$ cat src/rtl/shot_clock_pkg.sv
// Shared types for the shot-clock countdown: FSM state encoding and BCD digit helpers.
package shot_clock_pkg;

    typedef enum logic [1:0] {
        ST_IDLE    = 2'd0,
        ST_RUN     = 2'd1,
        ST_PAUSE   = 2'd2,
        ST_EXPIRED = 2'd3
    } state_t;

    typedef logic [3:0] bcd_t;

    localparam bcd_t BLANK_DIGIT = 4'hF;
    localparam bcd_t BCD_ZERO    = 4'd0;
    localparam bcd_t BCD_ONE     = 4'd1;
    localparam bcd_t BCD_NINE    = 4'd9;

endpackage

$ cat src/rtl/shot_clock_counter_tick_gen.sv
// Modulo-DIV free-running divider; pulse is the combinational wrap indication (high while
// the counter sits on DIV-1 and is enabled). clr has priority over en.
module tick_gen #(
    parameter int unsigned DIV = 2
) (
    input  logic clk,
    input  logic rst_n,
    input  logic en,
    input  logic clr,
    output logic pulse
);

    localparam int unsigned CW = (DIV > 2) ? $clog2(DIV) : 1;
    localparam logic [CW-1:0] LAST = CW'(DIV - 1);

    logic [CW-1:0] r_cnt;
    logic          w_wrap;

    assign w_wrap = en && (r_cnt == LAST);
    assign pulse  = w_wrap;

    always_ff @(posedge clk or negedge rst_n) begin
        if (!rst_n) begin
            r_cnt <= '0;
        end else if (clr) begin
            r_cnt <= '0;
        end else if (en) begin
            r_cnt <= w_wrap ? '0 : r_cnt + CW'(1);
        end
    end

endmodule

$ cat src/rtl/shot_clock_counter.sv
// BCD shot-clock countdown feeding sevenseg_mux: FSM, two-digit count, scan strobe.
// Optional build macro LEADING_ZERO_BLANK_EN blanks the tens digit when it is zero.
module shot_clock_counter
    import shot_clock_pkg::*;
#(
    parameter int unsigned TICK_DIV  = 100_000_000,
    parameter int unsigned SCAN_DIV  = 100_000,
    parameter int unsigned START_VAL = 24
) (
    input  logic       clk,
    input  logic       rst_n,
    input  logic       start,
    input  logic       stop,
    input  logic       reload,
    output logic [3:0] d3,
    output logic [3:0] d2,
    output logic [3:0] d1,
    output logic [3:0] d0,
    output logic       scan_en,
    output logic       running,
    output logic       expired,
    output logic       at_zero
);

    localparam bcd_t START_TENS  = 4'((START_VAL / 10) % 10);
    localparam bcd_t START_UNITS = 4'(START_VAL % 10);
    localparam logic START_ZERO  = 1'(START_VAL == 0);

    // Display mapping of the tens digit; the internal count is never blanked.
    function automatic bcd_t disp_tens(input bcd_t tens);
`ifdef LEADING_ZERO_BLANK_EN
        return (tens == BCD_ZERO) ? BLANK_DIGIT : tens;
`else
        return tens;
`endif
    endfunction

    state_t r_state, w_state_nxt;
    bcd_t   r_tens, r_units, w_tens_nxt, w_units_nxt;
    bcd_t   r_d1;
    logic   r_scan_en, r_running, r_expired, r_at_zero;
    logic   w_tick_en, w_tick_clr, w_tick_pulse, w_scan_pulse;
    logic   w_expire, w_is_zero;

    assign w_is_zero = (r_tens == BCD_ZERO) && (r_units == BCD_ZERO);
    assign w_tick_en = (r_state == ST_RUN);

    tick_gen #(.DIV(TICK_DIV)) u_tick (
        .clk   (clk),
        .rst_n (rst_n),
        .en    (w_tick_en),
        .clr   (w_tick_clr),
        .pulse (w_tick_pulse)
    );

    tick_gen #(.DIV(SCAN_DIV)) u_scan (
        .clk   (clk),
        .rst_n (rst_n),
        .en    (1'b1),
        .clr   (1'b0),
        .pulse (w_scan_pulse)
    );

    always_ff @(posedge clk or negedge rst_n) begin
        if (!rst_n) begin
            r_state <= ST_IDLE;
        end else begin
            r_state <= w_state_nxt;
        end
    end

    // Pulse priority reload > stop > start; a step to 00 overrides a same-cycle stop.
    always_comb begin
        w_state_nxt = r_state;
        w_tens_nxt  = r_tens;
        w_units_nxt = r_units;
        w_tick_clr  = 1'b0;
        w_expire    = 1'b0;
        if (reload) begin
            w_state_nxt = ST_IDLE;
            w_tens_nxt  = START_TENS;
            w_units_nxt = START_UNITS;
            w_tick_clr  = 1'b1;
        end else begin
            if ((r_state == ST_RUN) && w_tick_pulse && !w_is_zero) begin
                if (r_units != BCD_ZERO) begin
                    w_units_nxt = r_units - 4'd1;
                end else begin
                    w_units_nxt = BCD_NINE;
                    w_tens_nxt  = r_tens - 4'd1;
                end
                if ((r_tens == BCD_ZERO) && (r_units == BCD_ONE)) begin
                    w_expire    = 1'b1;
                    w_state_nxt = ST_EXPIRED;
                end
            end
            case (r_state)
                ST_IDLE: begin
                    if (start && !stop && !w_is_zero) begin
                        w_state_nxt = ST_RUN;
                        w_tick_clr  = 1'b1;
                    end
                end
                ST_RUN: begin
                    if (stop && !w_expire) begin
                        w_state_nxt = ST_PAUSE;
                    end
                end
                ST_PAUSE: begin
                    if (start && !stop) begin
                        w_state_nxt = ST_RUN;
                    end
                end
                default: ;
            endcase
        end
    end

    always_ff @(posedge clk or negedge rst_n) begin
        if (!rst_n) begin
            r_tens    <= START_TENS;
            r_units   <= START_UNITS;
            r_d1      <= disp_tens(START_TENS);
            r_scan_en <= 1'b0;
            r_running <= 1'b0;
            r_expired <= 1'b0;
            r_at_zero <= START_ZERO;
        end else begin
            r_tens    <= w_tens_nxt;
            r_units   <= w_units_nxt;
            r_d1      <= disp_tens(w_tens_nxt);
            r_scan_en <= w_scan_pulse;
            r_running <= (w_state_nxt == ST_RUN);
            r_expired <= w_expire;
            r_at_zero <= (w_tens_nxt == BCD_ZERO) && (w_units_nxt == BCD_ZERO);
        end
    end

    assign d3      = BLANK_DIGIT;
    assign d2      = BLANK_DIGIT;
    assign d1      = r_d1;
    assign d0      = r_units;
    assign scan_en = r_scan_en;
    assign running = r_running;
    assign expired = r_expired;
    assign at_zero = r_at_zero;

endmodule

$ cat config.mk
export PLATFORM = sky130hd
export DESIGN_NAME = shot_clock_counter
export DESIGN_NICKNAME = d
export VERILOG_FILES = /design/src/rtl/shot_clock_pkg.sv /design/src/rtl/shot_clock_counter_tick_gen.sv /design/src/rtl/shot_clock_counter.sv
export SDC_FILE = /design/constraint.sdc
export NUM_CORES = 1
export LEC_CHECK = 0
export CAP_MARGIN = 20
export CORE_MARGIN = 8
export CORE_UTILIZATION = 47
export CTS_CLUSTER_SIZE = 20
export DETAILED_ROUTE_END_ITERATION = 6
export PLACE_DENSITY = 0.67
export SLEW_MARGIN = 20
export SYNTH_ARGS = -nofsm -noshare
export SYNTH_HDL_FRONTEND = slang
export SYNTH_SLANG_ARGS = --single-unit
$ cat constraint.sdc
create_clock -name clk -period 4.4 [get_ports clk]
set_input_delay 0.44 -clock clk [delete_from_list [all_inputs] [get_ports clk]]
set_output_delay 0.44 -clock clk [all_outputs]
set_load 0.005 [all_outputs]
# Yosys cells after proc, flatten, opt, wreduce, memory -nomap -nowiden
# Index checks and enable logic that the tools add are counted.
# word_totals
reg_bits	58
input_bits	5
elab_cells	62
# op_classes
n_addsub	4
eq_ne	6
muxes	24
reduce_logical	19
# ops
op	n
2-to-1 mux 27 bit	3
adder 27 x 1 -> 27 bit (second input constant)	1
equality test 27 bit (second input constant)	1
2-to-1 mux 4 bit	6
adder 17 x 1 -> 17 bit (second input constant)	1
equality test 17 bit (second input constant)	1
2-to-1 mux 17 bit	1
zero test 4 bit	4
2-to-1 mux 2 bit	6
logical AND 1 bit	9
subtractor 4 x 1 -> 4 bit (second input constant)	2
2-to-1 mux 1 bit	7
one-hot mux 2 bit (3 select lines)	1
equality test 2 x 1 -> 1 bit (second input constant)	2
equality test 4 x 1 -> 1 bit (second input constant)	1
nonzero test 4 bit	1
zero test 1 bit	3
equality test 2 bit (second input constant)	1
zero test 2 bit	1
nonzero test 2 bit	1

# Longest topological paths before layout
# depth
depth_word	12
ltp_mapped	9
ltp_nobuf	8

# Modules after synthesis
# Synthesis repeated with hierarchy kept, for this count alone.
# hier_totals
hier_cells	348
hier_area_um2	3298.2
# modules_own_cells
module	n_inst	cells_each	area_each_um2	seq_area_each_um2
tick_gen at u_tick	1	167	1581.5	675.6
tick_gen at u_scan	1	96	899.6	425.4
shot_clock_counter	1	85	817.0	352.8

# Worst setup path after synthesis
# OpenSTA, ideal clock, no wires.
# synth_timing
kind	register to register
from	register d1[1] (netlist name)
to	register u_tick.r_cnt[22]
setup_time_ps	121
arrival_time_ps	2076
required_ps	4279
path_slack_ps	2203
stages_incl_launch_ff	10
n_path_buf	1
synth_period_minus_slack_ps	2197
path_cell_list	dfstp_2 -> inv_1 -> ha_1 -> nor3b_1 -> a2111oi_2 -> nor2_1 -> buf_2 -> nor4_1 -> xnor2_1 -> nor2_1
# synth_lines
item	line_no	source
end signal, assigned	shot_clock_counter_tick_gen.sv:28	r_cnt <= w_wrap ? '0 : r_cnt + CW'(1);
end, declared	shot_clock_counter_tick_gen.sv:16	logic [CW-1:0] r_cnt;

# Worst setup path after layout
# layout_timing
from	register u_tick.r_cnt[0]
to	register u_tick.r_cnt[2]
# layout_between
elab_chain_cells	5
# layout_rtl
item	line_no	source
parallel branches: the longest is 2 deep, another holds adder 27 x 1 -> 27 bit	-	
2-to-1 mux 27 bit (*)	shot_clock_counter_tick_gen.sv:28	
2-to-1 mux 27 bit (*)	shot_clock_counter_tick_gen.sv:27	end else if (en) begin
2-to-1 mux 27 bit (*)	shot_clock_counter_tick_gen.sv:25	end else if (clr) begin
# Every way passes the cells marked *. The select of a mux whose other input is x is not followed.
# A chain may end at the register's enable or synchronous reset.

==> results.md <==
* Vias in the first global route at 2300
* DRT antenna net count at 0
* Die X at 97.5 um
* Gate count of the mapped netlist at 332
* Global-route wire length before repair at 10900 um
* Worst Path Required at 4.62 ns
* HPWL Detailed at 4400 um
* DRT Pass-1 Iters at 4
* Max-cap violations at 0
* Residual DRC at 0
* WP data arrival at 3.15 ns
* Crit path cell chain: ha_1 -> nand3_1 -> or3_4 -> or3_4 -> nand2b_1 -> o21ai_0 -> a22o_1
* Status: finished, final reports clean
* Leak pwr at 0.00143 uW
* Post-Layout Cell Count at 430
* Final Max Slew Viols at 0
* CP max stage delay at 0.71 ns
* CP most frequent cell: or3_4
* Vias per inst at 5.59
* Routed WL at 6350 um
* I/O Buffers at 16
* Nets@finish at 356
* Worst hold margin at 0.230 ns
* Number of synthesized flops with an enable pin at 0
* Largest net degree at the start of global routing at 59
* Slew headroom at 33.7%
* Root Buffer: clkbuf_8
* CP max-delay cell: nand2b_1
* Peak Freq at 341 MHz
* Setup TNS at 0 ns
* Post-synthesis sequential area ratio at 46.5%
* PwrDens at 300 nW/um^2
* Syn. warnings at 0
* R2R cell count at 7
* Clk_skew at 0.00861 ns
* Final Critical Period at 2.93 ns
* Cts repair resizes at 0
* Post-synth top flop: dfrtp_1
* Clock slew at reported path FFs at 0.07 ns
* Worst-margin pin slew at 0.995 ns
* Crit start category: flip-flop
* Die area at 9510 sq um
* Ys async rst share at 100%
* DR vias at 2405
* Yosys cell types at 48
* Mapped Avg Cell Area at 9.41 sq um
* CTS tree: built
* GPL Wtd Cong at 0.834
* H-tree depth at 3
* Worst Setup End Kind: flip-flop
* Clk Latency, worst-skew pair at 0.34 ns
* Crit path buf inv count at 0
* Setup CP Type: flip-flop to flip-flop
* Peak supply drop at 0.000248 V
* Worst-path fanout max at 27
* Hold Path Class: input port to async pin
* Clock sink count at 58
* Core box area at 6390 sq um
* RR Endpoint: u_tick.r_cnt[2]$_DFFE_PN0P_
* Hold Violations, Final at 0
* CP delay by family, top: simple AND/OR/NAND/NOR gates
* Cell Area, Synth at 3120 sq um
* Setup slack, reg-to-reg at 1.47 ns
* # diodes at 0
* Area grow syn2layout at 11.4%
* Top-Level Pins at 25
* Die Y at 97.5 um
* TritonCTS Buffers at 9
* Reg2Reg Launch Point: u_tick.r_cnt[0]$_DFFE_PN0P_
* Drt initial violations at 108
* Final setup vio count at 0
* Max clock buf depth at 2
* Final period utilization at 66.7%
* # rows at 29
* Avg WL per Cell at 14.8 um
* GRT Overall Usage at 13.9%
* Post-Place Cells at 414
* Setup Buffers After CTS at 0
* Layout cell share with drive strength beyond 1 at 9.63%
* Grt total ovfl at 0
* Synthesized flop and latch total at 58
* Unrepaired setup endpoints after global routing: no
* Starting Density at 48.9%
* Initial antenna violation count at 0
* Hold_buf cts at 0
* Layout Utilization at 54.5%
[Yosys cell counts (3+ instances only)]
library cell / n / share of area [%]
xor2_1: 15 / 4.2
clkbuf_1: 4 / 0.48
buf_4: 10 / 2.4
a21oi_1: 9 / 1.4
dfrtp_1: 56 / 45
and4_1: 6 / 1.7
nand4b_1: 3 / 0.84
xnor2_1: 19 / 5.3
nand3_1: 18 / 2.9
or3_1: 5 / 1.0
nand2_1: 23 / 2.8
nor2b_1: 6 / 1.2
nor4_1: 11 / 2.2
nand2b_1: 5 / 1.0
o21ai_0: 9 / 1.4
ha_1: 3 / 1.2
nor3_1: 11 / 1.8
and3_1: 4 / 0.80
nor2_1: 57 / 6.8
nor3b_1: 3 / 0.72
inv_1: 6 / 0.72
nand4_1: 11 / 2.2
buf_2: 5 / 0.80
[area by class of cell]
cell class | instances | area (sq um)
flip-flops and latches | 58 | 1450
fillers | 590 | 2910
clock buffers | 11 | 131
well taps | 77 | 96.3
inverters | 6 | 22.5
multi-input cells | 256 | 1560
clock inverters | 5 | 55.1
repair buffers | 17 | 163
[worst max-delay path by stage]
stage / depth (start not counted) / startpoint / to
after global routing: 7 / u_tick.r_cnt[0]$_DFFE_PN0P_ / u_tick.r_cnt[12]$_DFFE_PN0P_
after CTS: 7 / u_tick.r_cnt[0]$_DFFE_PN0P_ / u_tick.r_cnt[2]$_DFFE_PN0P_
after global placement: 7 / u_tick.r_cnt[0]$_DFFE_PN0P_ / u_tick.r_cnt[2]$_DFFE_PN0P_
after floorplan: 9 / d1[1]$_DFF_PN1_ / u_tick.r_cnt[22]$_DFFE_PN0P_
after detailed placement: 7 / u_tick.r_cnt[0]$_DFFE_PN0P_ / u_tick.r_cnt[2]$_DFFE_PN0P_
final: 7 / u_tick.r_cnt[0]$_DFFE_PN0P_ / u_tick.r_cnt[2]$_DFFE_PN0P_
[cells by family (layout without fill, tap and decap cells)]
logic type | count (synthesis) | count (layout) | share of synthesized area (%)
simple gates | 177 | 177 | 30.5
flops | 58 | 58 | 46.5
xor+xnor | 34 | 34 | 9.53
compound gates | 30 | 30 | 6.37
buf+inv | 25 | 39 | 4.40
mux | 4 | 4 | 1.36
fa+ha+maj | 3 | 3 | 1.20
other cells | 1 | 8 | 0.120
[sequential cells by signal, indices dropped and copies added, names as in the netlist]
signal	cells
u_tick.r_cnt	27
u_scan.r_cnt	17
d0	4
d1	4
r_state	2
at_zero	1
expired	1
running	1
scan_en	1
[power by group]
group	internal [uW]	leakage, uW	switching [uW]
logic	10.0	0.000551	30.8
registers	535	0.000788	1.66
clock network	260	0.0000893	209
[stage by stage]
step / area, sq um / total power [uW] / worst slack (ns)
floorplan: 3150 / 573 / 2.20
global placement: 3290 / 587 / 1.57
detailed placement: 3290 / 587 / 1.49
CTS: 3480 / 1060 / 1.46
global route: 3480 / 1090 / 1.22
finish: 3480 / 1050 / 1.47
[cell usage in the layout, fill, tap and decap left out, drive strengths merged, types with 7 or more instances in the layout]
master / instances
o21ai: 10
a21oi: 9
or3: 7
xor2: 15
nand4: 12
conb: 8
nor2: 57
nor4: 11
dfrtp: 56
nand3: 18
nor3: 12
clkdlybuf4s50: 15
clkbuf: 11
xnor2: 19
nand2: 23
[per-layer routing]
| layer | share of wire, % | global-route usage, % | vias to the layer above |
|---|---|---|---|
| met2 | 49 | 22.2 | 39 |
| met3 | 4.7 | 5.26 | 8 |
| li1 | - | - | 1191 |
| met1 | 45 | 16.5 | 1167 |
| met4 | 1.5 | 5.48 | 0 |
| met5 | 0 | 0 | - |
Power figures use the tool's default switching activity.
